`config.mk`:
```
export PLATFORM = sky130hd
export DESIGN_NAME = issue_scoreboard_flat
export DESIGN_NICKNAME = d
export VERILOG_FILES = /design/src/rtl/issue_scoreboard_if.sv /design/src/rtl/issue_scoreboard.sv /design/src/flat_wrapper.sv
export SDC_FILE = /design/constraint.sdc
export NUM_CORES = 1
export LEC_CHECK = 0
export ABC_AREA = 1
export BUFFER_PORTS_ARGS = -buffer_cell sky130_fd_sc_hd__clkbuf_2
export CELL_PAD_IN_SITES_DETAIL_PLACEMENT = 0
export CELL_PAD_IN_SITES_GLOBAL_PLACEMENT = 1
export CORE_UTILIZATION = 37
export DETAILED_ROUTE_END_ITERATION = 10
export PLACE_DENSITY_LB_ADDON = 0.15
export SYNTH_ARGS = -nofsm -noshare
export SYNTH_HDL_FRONTEND = slang
export SYNTH_SLANG_ARGS = --single-unit
export TNS_END_PERCENT = 1
```
`constraint.sdc`:
```
create_clock -name clk -period 3.39 [get_ports clk]
set_input_delay 0.339 -clock clk [delete_from_list [all_inputs] [get_ports clk]]
set_output_delay 0.339 -clock clk [all_outputs]
set_load 0.03 [all_outputs]
```
`src/rtl/issue_scoreboard_if.sv`:
```
// Issue-stage bus: decode handshake, execute handshake, writeback and
// scoreboard status. The master side is the environment (decode, execute,
// writeback); the slave side is the issue_scoreboard itself.
interface issue_scoreboard_if #(
    parameter int unsigned NUM_REGS = 32,
    parameter int unsigned REG_W    = 5
);
    logic                dec_valid;
    logic                dec_ready;
    logic [31:0]         dec_instr;
    logic                dec_reads_0;
    logic                dec_reads_1;
    logic [REG_W-1:0]    dec_read_reg_0;
    logic [REG_W-1:0]    dec_read_reg_1;
    logic                dec_writes;
    logic [REG_W-1:0]    dec_write_reg;
    logic                iss_valid;
    logic                iss_ready;
    logic [31:0]         iss_instr;
    logic                wb_valid;
    logic [REG_W-1:0]    wb_reg;
    logic                flush;
    logic [NUM_REGS-1:0] pending;
    logic                stalled;

    modport master (
        output dec_valid, dec_instr, dec_reads_0, dec_reads_1,
               dec_read_reg_0, dec_read_reg_1, dec_writes, dec_write_reg,
               iss_ready, wb_valid, wb_reg, flush,
        input  dec_ready, iss_valid, iss_instr, pending, stalled
    );

    modport slave (
        input  dec_valid, dec_instr, dec_reads_0, dec_reads_1,
               dec_read_reg_0, dec_read_reg_1, dec_writes, dec_write_reg,
               iss_ready, wb_valid, wb_reg, flush,
        output dec_ready, iss_valid, iss_instr, pending, stalled
    );
endinterface

```
`src/rtl/issue_scoreboard.sv`:
```
// Issue-stage hazard controller: holds one decoded instruction, stalls it on
// RAW/WAW hazards against a per-register pending-write scoreboard and offers
// it to execute with a valid/ready handshake. Writeback clears pending bits.
// Optional feature macro: ISSUE_WB_BYPASS_EN -- a writeback in the current
// cycle masks its pending bit in the hazard check, so a dependent
// instruction issues in the same cycle as the writeback.
module issue_scoreboard #(
    parameter int unsigned NUM_REGS = 32,
    parameter int unsigned REG_W    = 5
) (
    input logic clk,
    input logic rst,
    issue_scoreboard_if.slave bus
);
    typedef enum logic {EMPTY, HELD} state_t;

    state_t              state_q, state_d;
    logic [31:0]         instr_q, instr_d;
    logic                r0_q, r0_d;
    logic                r1_q, r1_d;
    logic                w_q, w_d;
    logic [REG_W-1:0]    rr0_q, rr0_d;
    logic [REG_W-1:0]    rr1_q, rr1_d;
    logic [REG_W-1:0]    wr_q, wr_d;
    logic [NUM_REGS-1:0] pending_q, pending_d;

    logic [NUM_REGS-1:0] wb_onehot;
    logic [NUM_REGS-1:0] set_onehot;
    logic [NUM_REGS-1:0] pend_eff;
    logic                hold_valid;
    logic                hazard;
    logic                iss_valid;
    logic                fire;
    logic                dec_ready;
    logic                accept;

    // Hazard detection and handshake qualification against the effective scoreboard.
    always_comb begin
        wb_onehot  = bus.wb_valid ? ({{(NUM_REGS-1){1'b0}}, 1'b1} << bus.wb_reg) : '0;
        set_onehot = {{(NUM_REGS-1){1'b0}}, 1'b1} << wr_q;
`ifdef ISSUE_WB_BYPASS_EN
        pend_eff   = pending_q & ~wb_onehot;
`else
        pend_eff   = pending_q;
`endif
        hold_valid = (state_q == HELD);
        hazard     = (r0_q & pend_eff[rr0_q]) |
                     (r1_q & pend_eff[rr1_q]) |
                     (w_q  & pend_eff[wr_q]);
        iss_valid  = hold_valid & ~hazard & ~bus.flush;
        fire       = iss_valid & bus.iss_ready;
        dec_ready  = ~bus.flush & (~hold_valid | fire);
        accept     = bus.dec_valid & dec_ready;
    end

    // Next state: flush empties the slot, an accept (re)loads it, a lone fire empties it.
    always_comb begin
        state_d = state_q;
        instr_d = instr_q;
        r0_d    = r0_q;
        rr0_d   = rr0_q;
        r1_d    = r1_q;
        rr1_d   = rr1_q;
        w_d     = w_q;
        wr_d    = wr_q;
        if (bus.flush) begin
            state_d = EMPTY;
        end else if (accept) begin
            state_d = HELD;
            instr_d = bus.dec_instr;
            r0_d    = bus.dec_reads_0;
            rr0_d   = bus.dec_read_reg_0;
            r1_d    = bus.dec_reads_1;
            rr1_d   = bus.dec_read_reg_1;
            w_d     = bus.dec_writes;
            wr_d    = bus.dec_write_reg;
        end else if (fire) begin
            state_d = EMPTY;
        end
        // Clear first, then set, so an issuing write wins over a same-cycle writeback.
        pending_d = (pending_q & ~wb_onehot) | ((fire & w_q) ? set_onehot : '0);
    end

    // State, held instruction and scoreboard registers.
    always_ff @(posedge clk or posedge rst) begin
        if (rst) begin
            state_q   <= EMPTY;
            instr_q   <= '0;
            r0_q      <= 1'b0;
            rr0_q     <= '0;
            r1_q      <= 1'b0;
            rr1_q     <= '0;
            w_q       <= 1'b0;
            wr_q      <= '0;
            pending_q <= '0;
        end else begin
            state_q   <= state_d;
            instr_q   <= instr_d;
            r0_q      <= r0_d;
            rr0_q     <= rr0_d;
            r1_q      <= r1_d;
            rr1_q     <= rr1_d;
            w_q       <= w_d;
            wr_q      <= wr_d;
            pending_q <= pending_d;
        end
    end

    assign bus.dec_ready = dec_ready;
    assign bus.iss_valid = iss_valid;
    assign bus.iss_instr = instr_q;
    assign bus.pending   = pending_q;
    assign bus.stalled   = hold_valid & hazard & ~bus.flush;
endmodule
```
`src/flat_wrapper.sv`:
```
// flat-port wrapper written by rule: the top's interface ports become plain ports
module issue_scoreboard_flat 
#(
    parameter int unsigned NUM_REGS = 32,
    parameter int unsigned REG_W    = 5
)
  (clk, rst, bus_dec_valid, bus_dec_instr, bus_dec_reads_0, bus_dec_reads_1, bus_dec_read_reg_0, bus_dec_read_reg_1, bus_dec_writes, bus_dec_write_reg, bus_iss_ready, bus_wb_valid, bus_wb_reg, bus_flush, bus_dec_ready, bus_iss_valid, bus_iss_instr, bus_pending, bus_stalled);
  issue_scoreboard_if #(.NUM_REGS(NUM_REGS), .REG_W(REG_W)) bus_i ();
  input logic clk;
  input logic rst;
  input wire logic [$bits(bus_i.dec_valid)-1:0] bus_dec_valid;
  input wire logic [$bits(bus_i.dec_instr)-1:0] bus_dec_instr;
  input wire logic [$bits(bus_i.dec_reads_0)-1:0] bus_dec_reads_0;
  input wire logic [$bits(bus_i.dec_reads_1)-1:0] bus_dec_reads_1;
  input wire logic [$bits(bus_i.dec_read_reg_0)-1:0] bus_dec_read_reg_0;
  input wire logic [$bits(bus_i.dec_read_reg_1)-1:0] bus_dec_read_reg_1;
  input wire logic [$bits(bus_i.dec_writes)-1:0] bus_dec_writes;
  input wire logic [$bits(bus_i.dec_write_reg)-1:0] bus_dec_write_reg;
  input wire logic [$bits(bus_i.iss_ready)-1:0] bus_iss_ready;
  input wire logic [$bits(bus_i.wb_valid)-1:0] bus_wb_valid;
  input wire logic [$bits(bus_i.wb_reg)-1:0] bus_wb_reg;
  input wire logic [$bits(bus_i.flush)-1:0] bus_flush;
  output wire logic [$bits(bus_i.dec_ready)-1:0] bus_dec_ready;
  output wire logic [$bits(bus_i.iss_valid)-1:0] bus_iss_valid;
  output wire logic [$bits(bus_i.iss_instr)-1:0] bus_iss_instr;
  output wire logic [$bits(bus_i.pending)-1:0] bus_pending;
  output wire logic [$bits(bus_i.stalled)-1:0] bus_stalled;
  assign bus_i.dec_valid = bus_dec_valid;
  assign bus_i.dec_instr = bus_dec_instr;
  assign bus_i.dec_reads_0 = bus_dec_reads_0;
  assign bus_i.dec_reads_1 = bus_dec_reads_1;
  assign bus_i.dec_read_reg_0 = bus_dec_read_reg_0;
  assign bus_i.dec_read_reg_1 = bus_dec_read_reg_1;
  assign bus_i.dec_writes = bus_dec_writes;
  assign bus_i.dec_write_reg = bus_dec_write_reg;
  assign bus_i.iss_ready = bus_iss_ready;
  assign bus_i.wb_valid = bus_wb_valid;
  assign bus_i.wb_reg = bus_wb_reg;
  assign bus_i.flush = bus_flush;
  assign bus_dec_ready = bus_i.dec_ready;
  assign bus_iss_valid = bus_i.iss_valid;
  assign bus_iss_instr = bus_i.iss_instr;
  assign bus_pending = bus_i.pending;
  assign bus_stalled = bus_i.stalled;
  issue_scoreboard #(.NUM_REGS(NUM_REGS), .REG_W(REG_W)) u_core (.clk(clk), .rst(rst), .bus(bus_i));
endmodule
```
Word-level counts from Yosys, hierarchy flattened
Cells that the tools add are included.
{"block": "op_classes", "addsub": 0, "multipliers": 0, "div": 0, "order_cmp": 3, "n_eq_ne": 0, "shift": 2, "mux": 11, "n_bitwise": 20, "reduce_logical": 2}
{"operator": "32-bit 2-to-1 mux", "count": 2}
{"operator": "1-bit by 5-bit left shift with 32-bit output (first input constant)", "count": 2}
{"operator": "32-bit bitwise AND", "count": 1}
{"operator": "32-bit NOT", "count": 1}
{"operator": "32-bit OR", "count": 1}
{"operator": "5-bit by 6-bit < comparator with 1-bit output (second input constant)", "count": 3}
{"operator": "1-bit binary-select mux with 5-bit select", "count": 3}
{"operator": "1-bit bitwise AND", "count": 11}
{"operator": "1-bit 2-to-1 mux", "count": 6}
{"operator": "1-bit NOT", "count": 3}
{"operator": "1-bit OR", "count": 3}
{"operator": "3-bit nonzero test", "count": 1}
{"operator": "2-bit AND reduction", "count": 1}
{"block": "word_totals", "ff_bits": 83, "latchBits": 0, "ram_bits": 0, "romBits": 0, "inputBits": 61, "word_cells": 47, "memories": 0}

Depth between registers and ports, before layout
{"block": "logic_depth", "word_depth": 14, "ltp_mapped": 18}

Worst setup path before layout
Ideal clock, no wire load.
{"block": "synth_path", "path_type": "register -> output", "start": "register u_core.wr_q[0]", "end": "output bus_dec_ready", "arrival_time_ps": 1923, "t_required_ps": 3051, "slack_ps": 1128, "path_stages_with_launch": 14, "cell_sequence": "dfrtp_1 > buf_4 > nand2_1 > inv_1 > buf_2 > nand2_1 > nand4_1 > nand3_1 > nand3_1 > nand2_1 > nor2_1 > nor2_2 > nand3_2 > a21oi_1"}
{"block": "synth_via", "elab_chain_len": 10}
{"element": "start, declared", "line": "issue_scoreboard.sv:24", "text": "logic [REG_W-1:0] wr_q, wr_d;"}
{"element": "start signal, assigned", "line": "issue_scoreboard.sv:104", "text": "wr_q <= wr_d;"}
{"element": "1-bit binary-select mux with 5-bit select", "line": "issue_scoreboard.sv:49", "text": "(w_q & pend_eff[wr_q]);"}
{"element": "1-bit 2-to-1 mux (implied by the code)", "line": "issue_scoreboard.sv:49"}
{"element": "1-bit bitwise AND", "line": "issue_scoreboard.sv:49"}
{"element": "1-bit OR", "line": "issue_scoreboard.sv:48", "text": "(r1_q & pend_eff[rr1_q]) |"}
{"element": "1-bit NOT", "line": "issue_scoreboard.sv:50", "text": "iss_valid = hold_valid & ~hazard & ~bus.flush;"}
{"element": "1-bit bitwise AND (2 in series)", "line": "issue_scoreboard.sv:50"}
{"element": "1-bit bitwise AND", "line": "issue_scoreboard.sv:51", "text": "fire = iss_valid & bus.iss_ready;"}
{"element": "1-bit OR", "line": "issue_scoreboard.sv:52", "text": "dec_ready = ~bus.flush & (~hold_valid | fire);"}
{"element": "1-bit bitwise AND", "line": "issue_scoreboard.sv:52"}
{"element": "end, declared", "line": "flat_wrapper.sv:23", "text": "output wire logic [$bits(bus_i.dec_ready)-1:0] bus_dec_ready;"}
Every way passes these cells. The select of a mux whose other input is x is not followed.

Worst setup path in the final report
{"block": "layout_path", "start": "register u_core.rr1_q[1]", "end": "output bus_dec_ready"}
{"block": "layout_via", "elab_chain_len": 11}
{"element": "start, declared", "line": "issue_scoreboard.sv:23", "text": "logic [REG_W-1:0] rr1_q, rr1_d;"}
{"element": "start signal, assigned", "line": "issue_scoreboard.sv:102", "text": "rr1_q <= rr1_d;"}
{"element": "1-bit binary-select mux with 5-bit select", "line": "issue_scoreboard.sv:48"}
{"element": "1-bit 2-to-1 mux (implied by the code)", "line": "issue_scoreboard.sv:48"}
{"element": "1-bit bitwise AND", "line": "issue_scoreboard.sv:48"}
{"element": "1-bit OR", "line": "issue_scoreboard.sv:47", "text": "hazard = (r0_q & pend_eff[rr0_q]) |"}
{"element": "1-bit OR", "line": "issue_scoreboard.sv:48"}
{"element": "1-bit NOT", "line": "issue_scoreboard.sv:50"}
{"element": "1-bit bitwise AND (2 in series)", "line": "issue_scoreboard.sv:50"}
{"element": "1-bit bitwise AND", "line": "issue_scoreboard.sv:51"}
{"element": "1-bit OR", "line": "issue_scoreboard.sv:52"}
{"element": "1-bit bitwise AND", "line": "issue_scoreboard.sv:52"}
Every way passes these cells. The select of a mux whose other input is x is not followed.

==> results.json <==
{
  "status": "complete, no violations",
  "ant_nets": 0,
  "postSynthAreaPerCell_um2": 7.28,
  "r2r-start": "u_core.rr1_q[1]$_DFFE_PP0P_",
  "die_h_um": 114,
  "r2r_cells": 14,
  "h-tree-depth": 3,
  "dieWidth_um": 114,
  "place_congestion": 0.885,
  "setup_violations": 0,
  "track_usage_pct": 25.4,
  "ios": 128,
  "cp.arrival_ns": 2.44,
  "netlist_area_mm2": 0.00468,
  "yosys_register_bits": 83,
  "cts_tree": "done",
  "drc": 0,
  "synth_cells": 643,
  "place_hpwl_mm": 11.5,
  "std_cell_rows": 40,
  "post_dp_cell_area_mm2": 0.00540,
  "max-clock-path-buffers": 2,
  "clk_transition_reported_paths_ns": 0.07,
  "whs_ns": 0.176,
  "area_growth_pct": 21.7,
  "relSlewSlack_pct": 31.7,
  "min_path_type": "in2async",
  "cts_setup_buffers": 0,
  "portBuffers": 127,
  "cts.sinks": 83,
  "numCtsBuffers": 9,
  "crit_required_ns": 3.05,
  "pre_cts_ws_ns": 0.675,
  "multi_input_area_mm2": 0.00224,
  "grt_first_pass_wirelength_mm": 25.3,
  "grt_overflow": 0,
  "fillers": 1303,
  "vias_per_cell": 5.46,
  "vias": 5026,
  "fmax_mhz": 360,
  "start_kind": "register",
  "drt-pass1-iter-count": 5,
  "initial_core_util_pct": 38.5,
  "design_area_mm2": 0.00569,
  "drt_iter0_markers": 397,
  "vdd_drop_max_mv": 0.247,
  "antenna_found_initial": 0,
  "skew_ns": 0.00872,
  "syn_nets": 704,
  "reg2reg_slack_ns": 0.67,
  "grt_max_degree": 59,
  "min_period_over_period_pct": 81.9,
  "r2r_end": "u_core.rr1_q[3]$_DFFE_PP0P_",
  "seqCellArea_mm2": 0.00208,
  "diodes": 0,
  "hold_buffers": 0,
  "core_mm2": 0.0122,
  "wl_mm": 16.1,
  "p_per_area_mw_per_mm2": 551,
  "setup-tns-final_ns": 0,
  "avgRoutedWirePerCell_um": 17.5,
  "fin_nets": 809,
  "drive_gt1_share_pct": 22.7,
  "cts_root_buf": "clkbuf_16",
  "max_cap_viol_count": 0,
  "hold_viol": 0,
  "worstMarginPinSlew_ns": 1.02,
  "path_class": "reg2out",
  "setup_ws_ns": 0.612,
  "cp-end-kind": "output port",
  "ctsResizeCount": 0,
  "slew_violations": 0,
  "rsz0062_at_grt": "false",
  "critPathMaxFanout": 10,
  "yosys_warnings": 0,
  "ys_seq_area_share_pct": 44.4,
  "period_needed_ns": 2.78,
  "clock_latency_ns": 0.34,
  "dieArea_mm2": 0.0131,
  "p_leak_nw": 2.83,
  "ys_types": 21,
  "grt_pass1_vias": 4681
}
-- report_power, final --
part | internal (mW) | total, mW | leakage (nW) | switching (mW)
Combinational | 0.262 | 0.900 | 1.61 | 0.638
Clock | 0.568 | 0.975 | 0.142 | 0.408
Sequential | 1.11 | 1.26 | 1.07 | 0.149
-- through the flow --
stage                     util (%)  power, mW  cells
after floorplan                  -       1.86    643
after global placement        44.4       2.17    905
after detailed placement      44.4       2.18    905
after CTS                     46.8       3.16    920
after global routing          46.8       3.30    920
final                         46.8       3.14    920
-- cell type report --
type	instances	share of cell area, %
clock buffers	9	3.96
well taps	168	3.69
flip-flops and latches	83	36.5
clock inverters	6	1.14
repair buffers	145	13.5
multi-input cells	481	39.3
inverters	28	1.87
-- worst max-delay path by stage --
stage | start | to | slack [ns] | cells past startpoint
5_1_grt | u_core.rr1_q[1]$_DFFE_PP0P_ | u_core.bus.iss_instr[12]$_DFFE_PP0P_ | 0.31 | 14
6_report | u_core.rr1_q[1]$_DFFE_PP0P_ | bus_dec_ready | 0.61 | 12
4_1_cts | u_core.rr1_q[1]$_DFFE_PP0P_ | bus_dec_ready | 0.57 | 12
3_5_place_dp | u_core.rr1_q[1]$_DFFE_PP0P_ | u_core.rr1_q[3]$_DFFE_PP0P_ | 0.67 | 14
2_1_floorplan | rst | u_core.bus.iss_instr[0]$_DFFE_PP0P_ | 0.91 | 1
3_3_place_gp | u_core.rr1_q[1]$_DFFE_PP0P_ | u_core.bus.iss_instr[21]$_DFFE_PP0P_ | 0.72 | 14
-- cells by family (layout without fill, tap and decap cells) --
group	count (synthesis)	in the layout	share of synthesized area, %
simple gates	411	411	40.4
flops	83	83	44.4
buf+inv	79	188	7.75
compound gates	70	70	7.49
-- cells in the mapped netlist, drive strengths merged --
library cell    n  area, um2
nand3          67        350
clkbuf         26       97.6
nand4          90        563
dfrtp          83       2080
nand2         237        892
buf            25        160
nand3b          2       15.0
o21ai          65        325
clkinv          3       11.3
a21oi           5       25.0
nor2           11       48.8
nor3            4       20.0
inv            25       93.8
-- per-layer routing --
layer / track usage [%] / wire [um]
met1: 36.7 / 7470
met2: 38.9 / 7600
met3: 4.24 / 861
met4: 7.71 / 208
met5: 0 / 0
-- sequential cells by signal, indices dropped and copies added (netlist names) --
signal / cells
u_core.bus.iss_instr: 32
u_core.bus.pending: 32
u_core.hold_valid: 1
u_core.r0_q: 1
u_core.r1_q: 1
u_core.rr0_q: 5
u_core.rr1_q: 5
u_core.w_q: 1
u_core.wr_q: 5
-- worst max-delay path, stage by stage, from the launching register on --
cell and delay [ns]:
dfrtp_1 0.52, inv_1 0.30, nand3_1 0.13, nand3_1 0.14, nand2_1 0.08, nand2_1 0.06, nand3_1 0.07, nand3_1 0.11
nand2_1 0.10, nor2_2 0.12, nand3_2 0.09, a21oi_1 0.14, clkbuf_2 0.23
-- cell usage in the layout, fill, tap and decap left out, types with 2 or more instances in the layout --
master / n
nand2_1: 236
o21ai_1: 30
clkbuf_16: 9
nor2_2: 3
nand3_2: 3
nand4_1: 90
nor2_1: 8
nand3_1: 64
nor3_1: 4
inv_2: 3
buf_4: 18
dfrtp_1: 83
inv_1: 21
o21ai_0: 35
clkinv_2: 3
clkbuf_2: 127
clkinv_1: 3
a21oi_1: 5
nand3b_1: 2
Note: power is estimated with default switching activity, not from simulation.
